[config.mk]
export PLATFORM = sky130hd
export DESIGN_NAME = reg_file_unit
export DESIGN_NICKNAME = d
export VERILOG_FILES = /design/src/rtl/reg_file_unit.sv
export SDC_FILE = /design/constraint.sdc
export NUM_CORES = 1
export LEC_CHECK = 0
export BUFFER_PORTS_ARGS = -buffer_cell sky130_fd_sc_hd__buf_2
export CAP_MARGIN = 40
export CORE_MARGIN = 4
export CORE_UTILIZATION = 40
export DETAILED_ROUTE_END_ITERATION = 8
export MAX_ROUTING_LAYER = met4
export PLACE_DENSITY = 0.76
export SYNTH_ARGS = -nofsm -noshare
export SYNTH_HDL_FRONTEND = slang
export SYNTH_SLANG_ARGS = --single-unit
[constraint.sdc]
create_clock -name clk -period 3.4 [get_ports clk]
set_input_delay 0.17 -clock clk [delete_from_list [all_inputs] [get_ports clk]]
set_output_delay 0.17 -clock clk [all_outputs]
set_load 0.005 [all_outputs]
[src/rtl/reg_file_unit.sv]
// reg_file_unit: general registers A..D plus M1/M2 and X/Y (pairable as the
// 16-bit M and XY address registers at default width). Selects are
// combinational reads that are only driven when exactly one source is chosen.
// Strobe collisions latch a sticky conflict flag until clr_err.
module reg_file_unit #(
  parameter int DATA_W = 8,
  parameter int NUM_GP = 4
) (
  input  logic                     clk,
  input  logic                     rst,
  input  logic [DATA_W-1:0]        data_in,
  input  logic [2*DATA_W-1:0]      addr_in,
  input  logic [NUM_GP-1:0]        ld_gp,
  input  logic [NUM_GP-1:0]        sel_gp,
  input  logic                     ld_m1,
  input  logic                     ld_m2,
  input  logic                     ld_x,
  input  logic                     ld_y,
  input  logic                     ld_xy,
  input  logic                     inc_xy,
  input  logic                     sel_m1,
  input  logic                     sel_m2,
  input  logic                     sel_x,
  input  logic                     sel_y,
  input  logic                     sel_m,
  input  logic                     sel_xy,
  input  logic                     clr_err,
  output logic [DATA_W-1:0]        data_out,
  output logic                     data_oe,
  output logic [2*DATA_W-1:0]      addr_out,
  output logic                     addr_oe,
  output logic                     conflict,
  output logic [NUM_GP*DATA_W-1:0] gp_q
);

  localparam int ADDR_W = 2 * DATA_W;

  logic [DATA_W-1:0] gp_reg [NUM_GP];
  logic [DATA_W-1:0] gp_term [NUM_GP];
  logic [DATA_W-1:0] m1_reg, m2_reg, x_reg, y_reg;
  logic [DATA_W-1:0] x_next, y_next;
  logic              conflict_reg, conflict_next;

  logic [DATA_W-1:0] data_val;
  logic              data_any, data_multi;
  logic              addr_multi;
  logic              xy_conflict;
  logic [ADDR_W-1:0] xy_inc;

  // Per-register masked read terms and the flattened register view.
  genvar gi;
  generate
    for (gi = 0; gi < NUM_GP; gi++) begin : g_gp
      assign gp_term[gi]                 = sel_gp[gi] ? gp_reg[gi] : '0;
      assign gp_q[gi*DATA_W +: DATA_W]   = gp_reg[gi];
    end
  endgenerate

  // Data bus: OR together selected sources and track whether more than one is chosen.
  always_comb begin
    data_any   = 1'b0;
    data_multi = 1'b0;
    data_val   = '0;
    for (int i = 0; i < NUM_GP; i++) begin
      if (sel_gp[i]) begin
        data_multi = data_multi | data_any;
        data_any   = 1'b1;
      end
      data_val = data_val | gp_term[i];
    end
    if (sel_m1) begin
      data_multi = data_multi | data_any;
      data_any   = 1'b1;
      data_val   = data_val | m1_reg;
    end
    if (sel_m2) begin
      data_multi = data_multi | data_any;
      data_any   = 1'b1;
      data_val   = data_val | m2_reg;
    end
    if (sel_x) begin
      data_multi = data_multi | data_any;
      data_any   = 1'b1;
      data_val   = data_val | x_reg;
    end
    if (sel_y) begin
      data_multi = data_multi | data_any;
      data_any   = 1'b1;
      data_val   = data_val | y_reg;
    end
  end

  assign data_oe  = data_any & ~data_multi;
  assign data_out = data_oe ? data_val : '0;

  // Address bus has only two sources, so a collision is simply both selected.
  assign addr_multi = sel_m & sel_xy;
  assign addr_oe    = sel_m ^ sel_xy;
  assign addr_out   = (sel_m & ~sel_xy) ? {m1_reg, m2_reg} :
                      (sel_xy & ~sel_m) ? {x_reg, y_reg}   : '0;

  assign xy_inc = {x_reg, y_reg} + ADDR_W'(1);

  // X/Y next value: full-pair load beats half loads, which beat increment.
  always_comb begin
    x_next = x_reg;
    y_next = y_reg;
    if (ld_xy) begin
      {x_next, y_next} = addr_in;
    end else if (ld_x | ld_y) begin
      if (ld_x) x_next = data_in;
      if (ld_y) y_next = data_in;
    end else if (inc_xy) begin
      {x_next, y_next} = xy_inc;
    end
    xy_conflict   = (ld_xy & (ld_x | ld_y)) | (inc_xy & (ld_xy | ld_x | ld_y));
    conflict_next = (conflict_reg & ~clr_err) | data_multi | addr_multi | xy_conflict;
  end

  // General registers: each captures data_in on its own load strobe.
  always_ff @(posedge clk or posedge rst) begin
    if (rst) begin
      for (int i = 0; i < NUM_GP; i++) gp_reg[i] <= '0;
    end else begin
      for (int i = 0; i < NUM_GP; i++) begin
        if (ld_gp[i]) gp_reg[i] <= data_in;
      end
    end
  end

  // Pair registers and the sticky conflict flag.
  always_ff @(posedge clk or posedge rst) begin
    if (rst) begin
      m1_reg       <= '0;
      m2_reg       <= '0;
      x_reg        <= '0;
      y_reg        <= '0;
      conflict_reg <= 1'b0;
    end else begin
      if (ld_m1) m1_reg <= data_in;
      if (ld_m2) m2_reg <= data_in;
      x_reg        <= x_next;
      y_reg        <= y_next;
      conflict_reg <= conflict_next;
    end
  end

  assign conflict = conflict_reg;

endmodule

==> impl_metrics.yaml <==
worst_setup_path:
  crit_type: "in2out"
  endpoint_kind: "primary output"
  slowest_stage: "or4_4"
  crit_family: "simple AND/OR/NAND/NOR gates"
  crit_arrival_ns: 1.82
  worstReg2RegStart: "y_reg[4]"
  path_cells: "buf_2 > or4_4 > or3_4 > a31oi_4 > a211oi_1 > buf_2"
  rrSetupSlack_ns: 1.42
  worstPathRequired_ns: 3.23
  rr_worst_depth: 4
  reg2reg_to: "x_reg[4]"
  crit_path_start_kind: "input pin"
  cpMostUsedCell: "buf_2"
  slowest_delay_ns: 0.57
  crit_buf_inv: 2
  cp_max_fo: 11
clock_network:
  clkSinkCount: 65
  cts_tree: "done"
  clkTransAtPathRegs_ns: 0.08
  cts_resized: 0
  root_buffer: "clkbuf_8"
  numCtsBuffers: 9
  clkLatencyLatePin_ns: 0.35
  cts_buffer_depth: 2
  h-tree-depth: 3
min_path:
  whs_path_depth: 2
  hp-class: "in2reg"
  hp-start: "addr_in[4]"
  whs_endpoint: "y_reg[4]"
global_route:
  grt_antenna_before_repair: 0
  overflow: 0
  grt_pass1_wl_mm: 19.5
  grt_usage: 0.226
  grt_pass1_vias: 3716
  grt_max_degree: 40
routing:
  ant_nets: 0
  first_pass_iters: 7
  drcViolationCount: 0
  vias: 3729
  wirelength_mm: 12.5
  drt_iter0_drc: 289
  wire_per_inst_um: 20.3
  vias_per_cell: 6.03
floorplan:
  core_area_um2: 9370
  rows: 35
  dieArea_um2: 11400
  io_pins: 106
  die_h_um: 107
  initial_utilization: 0.417
  die_width_um: 107
final_layout:
  syn_to_final_growth_pct: 21.2
  drive_above_1_share: 0.372
  fillers: 900
  nets: 535
  final_area_um2: 4730
  n_antenna_cell: 0
  fin_cells: 618
  largest_reg_flops: 32
synth:
  synth_cell_type_count: 60
  synth_top_area_cell: "dfrtp_1"
  synth_cells: 397
  synth-edff-count: 0
  async_flop_share: 1.00
  syn_avg_cell_area_um2: 9.84
  ys_warn_count: 0
  ys.flop_type: "dfrtp_1"
  synth.top_cell.area_share: 0.416
  ys_top_cells_by_count: "65 x dfrtp_1, 49 x mux2_2, 48 x nand2_1"
  seq_area_frac_synth: 0.416
  yosysMostFrequentCell: "dfrtp_1"
  synth-seq-cells: 65
  synth_area_um2: 3910
  synth_nets: 448
  synthTopCellsByArea: "dfrtp_1 42%, mux2_2 14%, nand2_1 4.6%"
timing:
  clock_skew_ns: 0.0127
  setup_viol: 0
  period_share: 0.586
  fmaxAchievable_ghz: 0.501
  min_period_ns: 1.99
  hold_viol: 0
  rsz0062_at_grt: "false"
  setup_ws_ns: 1.41
  tightest_slew_ns: 0.975
  setup_tns_ns: 0
  maxSlewHeadroom: 0.350
  slew_violations: 0
power:
  power_mw: 2.22
  ir_drop_mv: 0.263
  p_per_area_nw_per_um2: 469
  cellLeakagePower_nw: 2.06
place:
  placed_cells: 601
  post-place-ws_ns: 1.43
  routabilityCongestion: 0.899
  placed_area_um2: 4470
  place.detailed.hpwl_mm: 9.29
  port_buffers: 105
status:
  status: "completed"
run:
  maxCapViolCount: 0
## logic make-up (layout without fill, tap and decap cells)
family / Yosys count / count (layout) / share of synthesized area
muxes: 52 / 52 / 0.149
adders and majority gates: 6 / 6 / 0.0183
and+or+nand+nor: 103 / 103 / 0.129
xor gates and xnor gates: 1 / 1 / 0.00224
DFF: 65 / 65 / 0.416
AOI/OAI and AO/OA: 125 / 125 / 0.236
buffers and inverters: 45 / 137 / 0.0487
## where the power goes
part	leakage [nW]	internal [mW]	switching, mW	total (mW)
Combinational	1.17	0.200	0.222	0.422
Sequential	0.759	0.854	0.106	0.960
Clock	0.123	0.509	0.327	0.836
Total	2.06	1.56	0.655	2.22
## cells in the final DEF, fill, tap and decap left out, types with 6 or more instances in the layout
master    count
mux2_2       49
o21ai_0      33
clkbuf_8     10
nor3_1        6
dfrtp_1      65
nand2_1      48
a22o_1       17
a221oi_1     17
nand2b_1      7
a21oi_1       8
a211oi_1     12
inv_1        10
buf_2       105
nand3_1      10
nor2_1        9
## per-stage QoR
step,hold WS (ns),util
finish,0.0713,0.505
global placement,0.371,0.476
global route,0.0678,0.505
floorplan,0.319,-
CTS,0.0640,0.505
detailed placement,0.388,0.477
## how the worst max path moves through the flow
| stage | from | endpoint | slack, ns | cells after the start |
|---|---|---|---|---|
| 2_1_floorplan | rst | conflict | 1.60 | 1 |
| 3_3_place_gp | sel_gp[1] | data_out[7] | 1.45 | 6 |
| 3_5_place_dp | sel_gp[1] | data_out[7] | 1.43 | 6 |
| 4_1_cts | sel_gp[1] | data_out[7] | 1.43 | 6 |
| 5_1_grt | y_reg[0] | x_reg[4] | 1.33 | 5 |
| 6_report | sel_gp[1] | data_out[3] | 1.41 | 6 |
## routing by layer
metal  track usage  wire, um
met5             -         0
met4        0.0959       372
met3        0.0470      1050
met2         0.359      6090
met1         0.281      5030
## layout make-up
type / instances / area [um2] / share of cell area
clock buffers: 10 / 138 / 0.0291
clock inverters: 6 / 115 / 0.0243
inverters: 12 / 45.0 / 0.00951
multi-input cells: 287 / 2090 / 0.442
flip-flops and latches: 65 / 1630 / 0.344
well taps: 129 / 161 / 0.0341
repair buffers: 109 / 558 / 0.118
## timing repair
item / 4_1_cts / 5_1_grt
endpoints found under the hold margin: 7 / 0
endpoints found under the setup margin: 0 / 0
setup buffers: 0 / 0
hold buffers: 1 / 0
(Power assumes the default switching activity.)
